## src/rtl/cpc_rom_loader.sv

```systemverilog
// cpc_rom_loader: moves hps_io ioctl download bytes into SDRAM for the CPC core.
// Each byte is mapped to a 16 KB page (boot image slots or named eXX/ZZ/Z0
// expansion files) and is written to one or more SDRAM banks, with writes
// paced by the SDRAM reference strobe. The host is held off with dl_wait.
// A per-page map records which upper-ROM pages hold a loaded image.
// Optional feature: define CPC_ROM_LOADER_CSUM_EN for a 16-bit byte checksum.
module cpc_rom_loader #(
    parameter int BANKS    = 2,
    parameter int PAGE_W   = 9,
    parameter int ADDR_W   = 23,
    parameter int MAP_SIZE = 256,
    localparam int BANK_W  = (BANKS > 1) ? $clog2(BANKS) : 1
) (
    input  logic                clk_sys,
    input  logic                reset,
    input  logic                ce_ref,
    input  logic                dl_active,
    input  logic                dl_wr,
    input  logic [24:0]         dl_addr,
    input  logic [7:0]          dl_data,
    input  logic [7:0]          dl_index,
    input  logic [15:0]         dl_ext,
    input  logic [BANKS-1:0]    bank_mask,
    input  logic                map_clr,
    output logic                dl_wait,
    output logic                mem_wr,
    output logic [ADDR_W-1:0]   mem_addr,
    output logic [BANK_W-1:0]   mem_bank,
    output logic [7:0]          mem_din,
    output logic [MAP_SIZE-1:0] rom_map,
    output logic                busy,
    output logic [15:0]         csum
);

    typedef enum logic [1:0] {
        S_IDLE  = 2'd0,
        S_ARM   = 2'd1,
        S_WRITE = 2'd2,
        S_NEXT  = 2'd3
    } state_t;

    // Decode one ASCII hex digit ('0'-'9', 'A'-'F'); bit 4 flags a valid digit.
    function automatic logic [4:0] hex_nib(input logic [7:0] c);
        logic [4:0] r;
        if (c >= 8'h30 && c <= 8'h39) begin
            r = {1'b1, 4'(c - 8'h30)};
        end else if (c >= 8'h41 && c <= 8'h46) begin
            r = {1'b1, 4'(c - 8'h37)};
        end else begin
            r = 5'h00;
        end
        return r;
    endfunction

    // Lowest set bit of a bank mask; bank writes go out in ascending order.
    function automatic logic [BANK_W-1:0] first_bank(input logic [BANKS-1:0] m);
        logic [BANK_W-1:0] r;
        r = {BANK_W{1'b0}};
        for (int i = BANKS - 1; i >= 0; i--) begin
            if (m[i]) begin
                r = BANK_W'(i);
            end else begin
                r = r;
            end
        end
        return r;
    endfunction

    state_t                state_q, state_d;
    logic                  dl_active_q, dl_active_d;
    logic [PAGE_W-1:0]     base_q, base_d;
    logic                  combo_q, combo_d;
    logic [BANKS-1:0]      pend_q, pend_d;
    logic [7:0]            file_pg_q, file_pg_d;
    logic                  dl_wait_q, dl_wait_d;
    logic                  mem_wr_q, mem_wr_d;
    logic [ADDR_W-1:0]     mem_addr_q, mem_addr_d;
    logic [BANK_W-1:0]     mem_bank_q, mem_bank_d;
    logic [7:0]            mem_din_q, mem_din_d;
    logic [MAP_SIZE-1:0]   rom_map_q, rom_map_d;

    logic                  rise_s;
    logic [10:0]           slot_s;
    logic                  boot_ok_s;
    logic                  accept_s;
    logic [PAGE_W-1:0]     boot_page_s;
    logic [BANK_W-1:0]     boot_bank_s;
    logic [PAGE_W-1:0]     exp_page_s;
    logic [BANKS-1:0]      exp_mask_s;
    logic [BANK_W-1:0]     exp_first_s;
    logic [BANK_W-1:0]     nxt_first_s;
    logic [4:0]            hi_s;
    logic [4:0]            lo_s;

    assign rise_s      = dl_active & ~dl_active_q;
    assign slot_s      = dl_addr[24:14];
    assign boot_ok_s   = (32'(slot_s) < 32'(4 * BANKS));
    assign boot_bank_s = BANK_W'(slot_s >> 2);
    assign accept_s    = (state_q == S_IDLE) && dl_wr && ((dl_index != 8'h00) || boot_ok_s);
    assign exp_page_s  = {base_q[PAGE_W-1:8], base_q[7:0] + dl_addr[21:14]};
    assign exp_mask_s  = (bank_mask == {BANKS{1'b0}}) ? BANKS'(1'b1) : bank_mask;
    assign exp_first_s = first_bank(exp_mask_s);
    assign nxt_first_s = first_bank(pend_q);
    assign hi_s        = hex_nib(dl_ext[15:8]);
    assign lo_s        = hex_nib(dl_ext[7:0]);

    // Boot slot to page: lower RAM, upper ROM 0, AMSDOS (7) and the top page.
    always_comb begin
        case (slot_s[1:0])
            2'd0:    boot_page_s = PAGE_W'(9'h000);
            2'd1:    boot_page_s = PAGE_W'(9'h100);
            2'd2:    boot_page_s = PAGE_W'(9'h107);
            default: boot_page_s = PAGE_W'(9'h1FF);
        endcase
    end

    // Next-state logic for the download FSM, page base and ROM map.
    always_comb begin
        state_d     = state_q;
        dl_active_d = dl_active;
        base_d      = base_q;
        combo_d     = combo_q;
        pend_d      = pend_q;
        file_pg_d   = file_pg_q;
        dl_wait_d   = dl_wait_q;
        mem_wr_d    = mem_wr_q;
        mem_addr_d  = mem_addr_q;
        mem_bank_d  = mem_bank_q;
        mem_din_d   = mem_din_q;
        // A set on completion below overrides a concurrent clear.
        rom_map_d   = map_clr ? {MAP_SIZE{1'b0}} : rom_map_q;

        case (state_q)
            S_IDLE: begin
                if (accept_s) begin
                    state_d   = S_ARM;
                    dl_wait_d = 1'b1;
                    mem_din_d = dl_data;
                    file_pg_d = dl_addr[21:14];
                    if (dl_index == 8'h00) begin
                        mem_addr_d = ADDR_W'({boot_page_s, dl_addr[13:0]});
                        mem_bank_d = boot_bank_s;
                        pend_d     = {BANKS{1'b0}};
                    end else begin
                        mem_addr_d = ADDR_W'({exp_page_s, dl_addr[13:0]});
                        mem_bank_d = exp_first_s;
                        pend_d     = exp_mask_s & ~(BANKS'(1'b1) << exp_first_s);
                    end
                end else begin
                    state_d = S_IDLE;
                end
            end
            S_ARM: begin
                if (ce_ref) begin
                    mem_wr_d = 1'b1;
                    state_d  = S_WRITE;
                end else begin
                    state_d = S_ARM;
                end
            end
            S_WRITE: begin
                if (ce_ref) begin
                    mem_wr_d = 1'b0;
                    if (pend_q != {BANKS{1'b0}}) begin
                        state_d = S_NEXT;
                    end else begin
                        state_d   = S_IDLE;
                        dl_wait_d = 1'b0;
                        if (mem_addr_q[ADDR_W-1] && !reset && (32'(mem_addr_q[21:14]) < 32'(MAP_SIZE))) begin
                            rom_map_d[mem_addr_q[21:14]] = 1'b1;
                        end else begin
                            rom_map_d = rom_map_d;
                        end
                        // Combo file: the following 16 KB page goes to upper ROM 0xFF.
                        if (combo_q && (mem_addr_q[13:0] == 14'h3FFF)) begin
                            base_d  = PAGE_W'(9'h100) | PAGE_W'(8'hFE - file_pg_q);
                            combo_d = 1'b0;
                        end else begin
                            combo_d = combo_q;
                        end
                    end
                end else begin
                    state_d = S_WRITE;
                end
            end
            S_NEXT: begin
                mem_bank_d = nxt_first_s;
                pend_d     = pend_q & ~(BANKS'(1'b1) << nxt_first_s);
                state_d    = S_ARM;
            end
            default: begin
                state_d = S_IDLE;
            end
        endcase

        // A new download selects the page base from the file extension.
        if (rise_s) begin
            if (dl_index != 8'h00) begin
                if (dl_ext == 16'h5A5A) begin
                    base_d  = {PAGE_W{1'b0}};
                    combo_d = 1'b0;
                end else if (dl_ext == 16'h5A30) begin
                    base_d  = {PAGE_W{1'b0}};
                    combo_d = 1'b1;
                end else begin
                    base_d      = PAGE_W'(9'h1EE);
                    base_d[7:4] = hi_s[4] ? hi_s[3:0] : 4'hE;
                    base_d[3:0] = lo_s[4] ? lo_s[3:0] : 4'hE;
                    combo_d     = 1'b0;
                end
            end else begin
                combo_d = 1'b0;
            end
        end else begin
            dl_active_d = dl_active;
        end
    end

    // State and output registers; the ROM map survives reset.
    always_ff @(posedge clk_sys) begin
        if (reset) begin
            state_q     <= S_IDLE;
            dl_active_q <= 1'b0;
            base_q      <= {PAGE_W{1'b0}};
            combo_q     <= 1'b0;
            pend_q      <= {BANKS{1'b0}};
            file_pg_q   <= 8'h00;
            dl_wait_q   <= 1'b0;
            mem_wr_q    <= 1'b0;
            mem_addr_q  <= {ADDR_W{1'b0}};
            mem_bank_q  <= {BANK_W{1'b0}};
            mem_din_q   <= 8'h00;
        end else begin
            state_q     <= state_d;
            dl_active_q <= dl_active_d;
            base_q      <= base_d;
            combo_q     <= combo_d;
            pend_q      <= pend_d;
            file_pg_q   <= file_pg_d;
            dl_wait_q   <= dl_wait_d;
            mem_wr_q    <= mem_wr_d;
            mem_addr_q  <= mem_addr_d;
            mem_bank_q  <= mem_bank_d;
            mem_din_q   <= mem_din_d;
        end
        rom_map_q <= rom_map_d;
    end

`ifdef CPC_ROM_LOADER_CSUM_EN
    logic [15:0] csum_q, csum_d;

    // Running byte sum, restarted at the start of every download.
    always_comb begin
        csum_d = (rise_s ? 16'h0000 : csum_q) + (accept_s ? {8'h00, dl_data} : 16'h0000);
    end

    // Checksum register.
    always_ff @(posedge clk_sys) begin
        if (reset) begin
            csum_q <= 16'h0000;
        end else begin
            csum_q <= csum_d;
        end
    end

    assign csum = csum_q;
`else
    assign csum = 16'h0000;
`endif

    assign dl_wait  = dl_wait_q;
    assign mem_wr   = mem_wr_q;
    assign mem_addr = mem_addr_q;
    assign mem_bank = mem_bank_q;
    assign mem_din  = mem_din_q;
    assign rom_map  = rom_map_q;
    assign busy     = (state_q != S_IDLE);

endmodule

```

## config.mk

```make
export PLATFORM = sky130hd
export DESIGN_NAME = cpc_rom_loader
export DESIGN_NICKNAME = d
export VERILOG_FILES = /design/src/rtl/cpc_rom_loader.sv
export SDC_FILE = /design/constraint.sdc
export NUM_CORES = 1
export LEC_CHECK = 0
export BUFFER_PORTS_ARGS = -buffer_cell sky130_fd_sc_hd__buf_2
export CORE_MARGIN = 3
export CORE_UTILIZATION = 30
export DETAILED_ROUTE_END_ITERATION = 8
export HOLD_SLACK_MARGIN = 0.05
export PLACE_DENSITY = 0.63
export RECOVER_POWER = 100
export SYNTH_ARGS = -nofsm -noshare
export SYNTH_HDL_FRONTEND = slang
export SYNTH_SLANG_ARGS = --single-unit
```

## constraint.sdc

```tcl
create_clock -name clk_sys -period 2.97 [get_ports clk_sys]
set_clock_uncertainty 0.05 [all_clocks]
set_input_delay 0 -clock clk_sys [delete_from_list [all_inputs] [get_ports clk_sys]]
set_output_delay 0 -clock clk_sys [all_outputs]
set_load 0.02 [all_outputs]
```

==> results.json <==
{
  "die_w_microns": 201,
  "combPwrFrac": 0.066,
  "clkPwrFrac": 0.489,
  "regArea_sq_mm": 0.00627,
  "switching_share": 0.240,
  "floorplan.initialDensity": 0.307,
  "coreArea_sq_mm": 0.0370,
  "totalWireLength_mm": 42.7,
  "critPathLaunchType": "flip-flop",
  "power_switching_mw": 2.34,
  "fin_nets": 1576,
  "outcome": "finished clean",
  "pin_count": 372,
  "drt_first_pass_iters": 5,
  "clk_pin_slew_ns": 0.06,
  "cts_tree": "built",
  "rsz0062_at_grt": "no",
  "critPathBufInv": 0,
  "fill_cells": 3737,
  "path_delay_family": "simple AND/OR/NAND/NOR gates",
  "antenna_cells": 0,
  "clock_sinks": 313,
  "setup_viol": 0,
  "dp_hpwl_mm": 28.4,
  "min_period_ns": 2.71,
  "cp-end-kind": "flip-flop",
  "whs_path_depth": 5,
  "multi_input_area_sq_mm": 0.00451,
  "ys.flop_type": "dfxtp_1",
  "synth_cell_types": 62,
  "synth_area_sq_mm": 0.0114,
  "finalHoldViolCount": 0,
  "r2r_slack_ns": 0.26,
  "hp-class": "primary input to flip-flop",
  "die_h_microns": 201,
  "dp_worst_setup_slack_ns": 0.826,
  "ctsResizeCount": 0,
  "pwr-share-seq": 0.445,
  "wire_per_inst_microns": 21.1,
  "holdPathEnd": "base_q[8]",
  "drt_iter0_drc": 738,
  "grt_pass1_wl_mm": 63.6,
  "synth-seq-area-share": 0.552,
  "cp.depth": 6,
  "cts_root_buffer": "clkbuf_16",
  "dieArea_sq_mm": 0.0402,
  "drc": 0,
  "timing.rr.end": "rom_map[115]",
  "ff2ff_path_depth": 6,
  "path_class": "flip-flop to flip-flop",
  "ys_seq_elements": 313,
  "synth_edf_count": 0,
  "track_usage": 0.202,
  "drt-vias-per-instance": 5.11,
  "stdcell_count": 2024,
  "antenna_found_initial": 0,
  "h-tree-depth": 2,
  "maxSlewViolCount": 0,
  "num_vias": 10300,
  "worstSkewPairLatency_ns": 0.55,
  "avgSynthCellArea_sq_um": 10.5,
  "cts_made_buffers": 37,
  "worst_ep_arrival_time_ns": 3.11,
  "p_per_area_mw_per_mm2": 639,
  "area_growth_pct": 34.1,
  "worstPathMaxFanout": 16,
  "leakage_nw": 5.33,
  "worstPathRequired_ns": 3.37,
  "grt_max_degree": 100,
  "dp.cells": 1872,
  "grt-ovfl-total": 0,
  "reg2reg_from": "pend_q[0]",
  "place_congestion": 0.870,
  "rows": 70,
  "syn_inst": 1078,
  "ys_warn_count": 0,
  "hold_path.startpoint": "dl_ext[4]",
  "drv_cap": 0,
  "tns_ns": 0,
  "port_buffers": 355,
  "synthArstFlopShare": 0,
  "finalCritPeriodShare": 0.914,
  "crit_chain": "nor2_2 > nand2_1 > nor3b_1 > and3_1 > nand2_2 > o2bb2ai_1",
  "ir_drop_v": 0.000411,
  "fmax_mhz": 369,
  "worstMarginPinSlew_ns": 1.27,
  "utilization": 0.412,
  "clockBufferDepth": 3,
  "totalPowerFinal_mw": 9.73,
  "timing.final.ws_setup_ns": 0.257,
  "antenna_left": 0,
  "p_int_mw": 7.39,
  "grt_pass1_vias": 10200,
  "cp_slowest_stage_delay_ns": 1.00,
  "max-slew-margin-rel": 0.154,
  "layout-drive-gt1-share": 0.109,
  "critPathSlowestCell": "nor3b_1"
}
Yosys cell counts, types with 3 or more instances:
cell,number,area share
nand2_1,98,0.032
buf_6,6,0.0060
a31oi_1,3,0.0017
a211oi_1,7,0.0046
o22ai_1,5,0.0028
clkbuf_1,60,0.020
nand4_1,15,0.0083
dfxtp_1,313,0.55
buf_2,15,0.0066
or3_1,4,0.0022
nor3_1,14,0.0062
nor3b_1,3,0.0020
o21ai_0,10,0.0044
nor4_1,3,0.0017
ha_1,17,0.019
nand2b_1,7,0.0039
nor2_1,40,0.013
mux2_2,3,0.0030
nor2b_1,11,0.0061
and3_1,4,0.0022
nand2_2,4,0.0022
a32o_1,9,0.0079
xor2_1,4,0.0031
inv_1,17,0.0056
o211ai_1,3,0.0020
o2bb2ai_1,245,0.19
xnor2_1,9,0.0069
buf_4,20,0.013
a21oi_1,55,0.024
nand3_1,32,0.014
registers in the layout, summed over array words and instances, names as in the netlist, 2 cells and up:
register and count:
state_q 2, mem_addr 23, rom_map 256, mem_din 8
file_pg_q 8, base_q 9, pend_q 2
final cells by class:
type                       instances  share of cell area
clock inverter                    15              0.0147
clock buffer                      51              0.0703
tap                              504              0.0414
multi-input combinational        657               0.297
inverter                          19             0.00501
sequential                       313               0.412
timing repair buffer             465               0.160
cell usage in the layout, fill, tap and decap left out, types with 3 or more instances in the layout:
cell and n:
xor2_1 4, o211ai_1 3, nor3b_1 4, nor3_1 14, buf_4 15, nand3_1 32, a21oi_1 55, ha_1 17
nand2_1 98, bufinv_16 4, xnor2_1 9, clkbuf_2 7, o2bb2ai_1 245, clkbuf_16 38, clkbuf_8 7, clkinvlp_4 4
a31oi_1 3, dlygate4sd3_1 86, conb_1 16, buf_2 62, and3_1 5, inv_1 17, clkinv_2 3, o21ai_0 10
nor2_1 40, nand4_1 15, nand2b_1 7, o22ai_1 5, inv_6 3, or3_1 4, mux2_2 3, nor4_1 3
dfxtp_1 313, nand2_2 4, a32o_1 9, clkbuf_1 300, nor2b_1 10, a211oi_1 7
power by group through the flow:
stage          Clock [mW]  Combinational, mW  Sequential [mW]
6_report             4.76              0.644             4.33
5_1_grt              5.05              0.706             4.34
4_1_cts              4.87              0.642             4.33
3_5_place_dp            0              0.552             4.42
3_3_place_gp            0              0.548             4.42
2_1_floorplan           0              0.369             4.43
how the worst max path moves through the flow:
stage,startpoint,to,slack [ns]
2_1_floorplan,base_q[0],mem_addr[20],1.19
3_3_place_gp,dl_addr[21],mem_bank,0.81
3_5_place_dp,dl_addr[21],mem_bank,0.83
4_1_cts,mem_addr[10],base_q[4],0.44
5_1_grt,pend_q[0],rom_map[117],0.08
6_report,pend_q[0],rom_map[115],0.26
stage by stage:
| stage | area (sq um) | hold slack (ns) |
|---|---|---|
| detailed placement | 13500 | 0.195 |
| floorplan | 11400 | 0.0464 |
| global route | 15200 | 0.178 |
| CTS | 15600 | 0.0831 |
| global placement | 13500 | 0.189 |
| finish | 15200 | 0.156 |
worst min-delay path: stages:
cell and delay (ns):
buf_2 0.12, nand4_1 0.09, a21oi_1 0.09, a21o_1 0.22, a31oi_1 0.18
cells by family after synthesis:
| family | after synthesis | share of synthesized area |
|---|---|---|
| adder cells (fa/ha/maj) | 18 | 0.0205 |
| buffers and inverters | 123 | 0.0539 |
| AO/OA/AOI/OAI | 353 | 0.250 |
| multiplexers | 4 | 0.00386 |
| AND/OR/NAND/NOR | 253 | 0.110 |
| XOR/XNOR | 13 | 0.0100 |
| flip-flops | 313 | 0.552 |
| other | 1 | 0.000330 |
routing by layer:
layer | up-vias | share of wire | routed length [microns] | track usage
met5 | - | 0 | 0 | 0
met4 | 0 | 0.023 | 966 | 0.0565
met3 | 61 | 0.088 | 3760 | 0.0615
met2 | 487 | 0.46 | 19500 | 0.326
met1 | 4980 | 0.43 | 18500 | 0.261
li1 | 4816 | - | - | -
repair_timing:
item	CTS	global route
endpoints found under the hold margin	61	0
buffers inserted	0	0
hold buffers	86	0
Power figures use the tool's default switching activity.
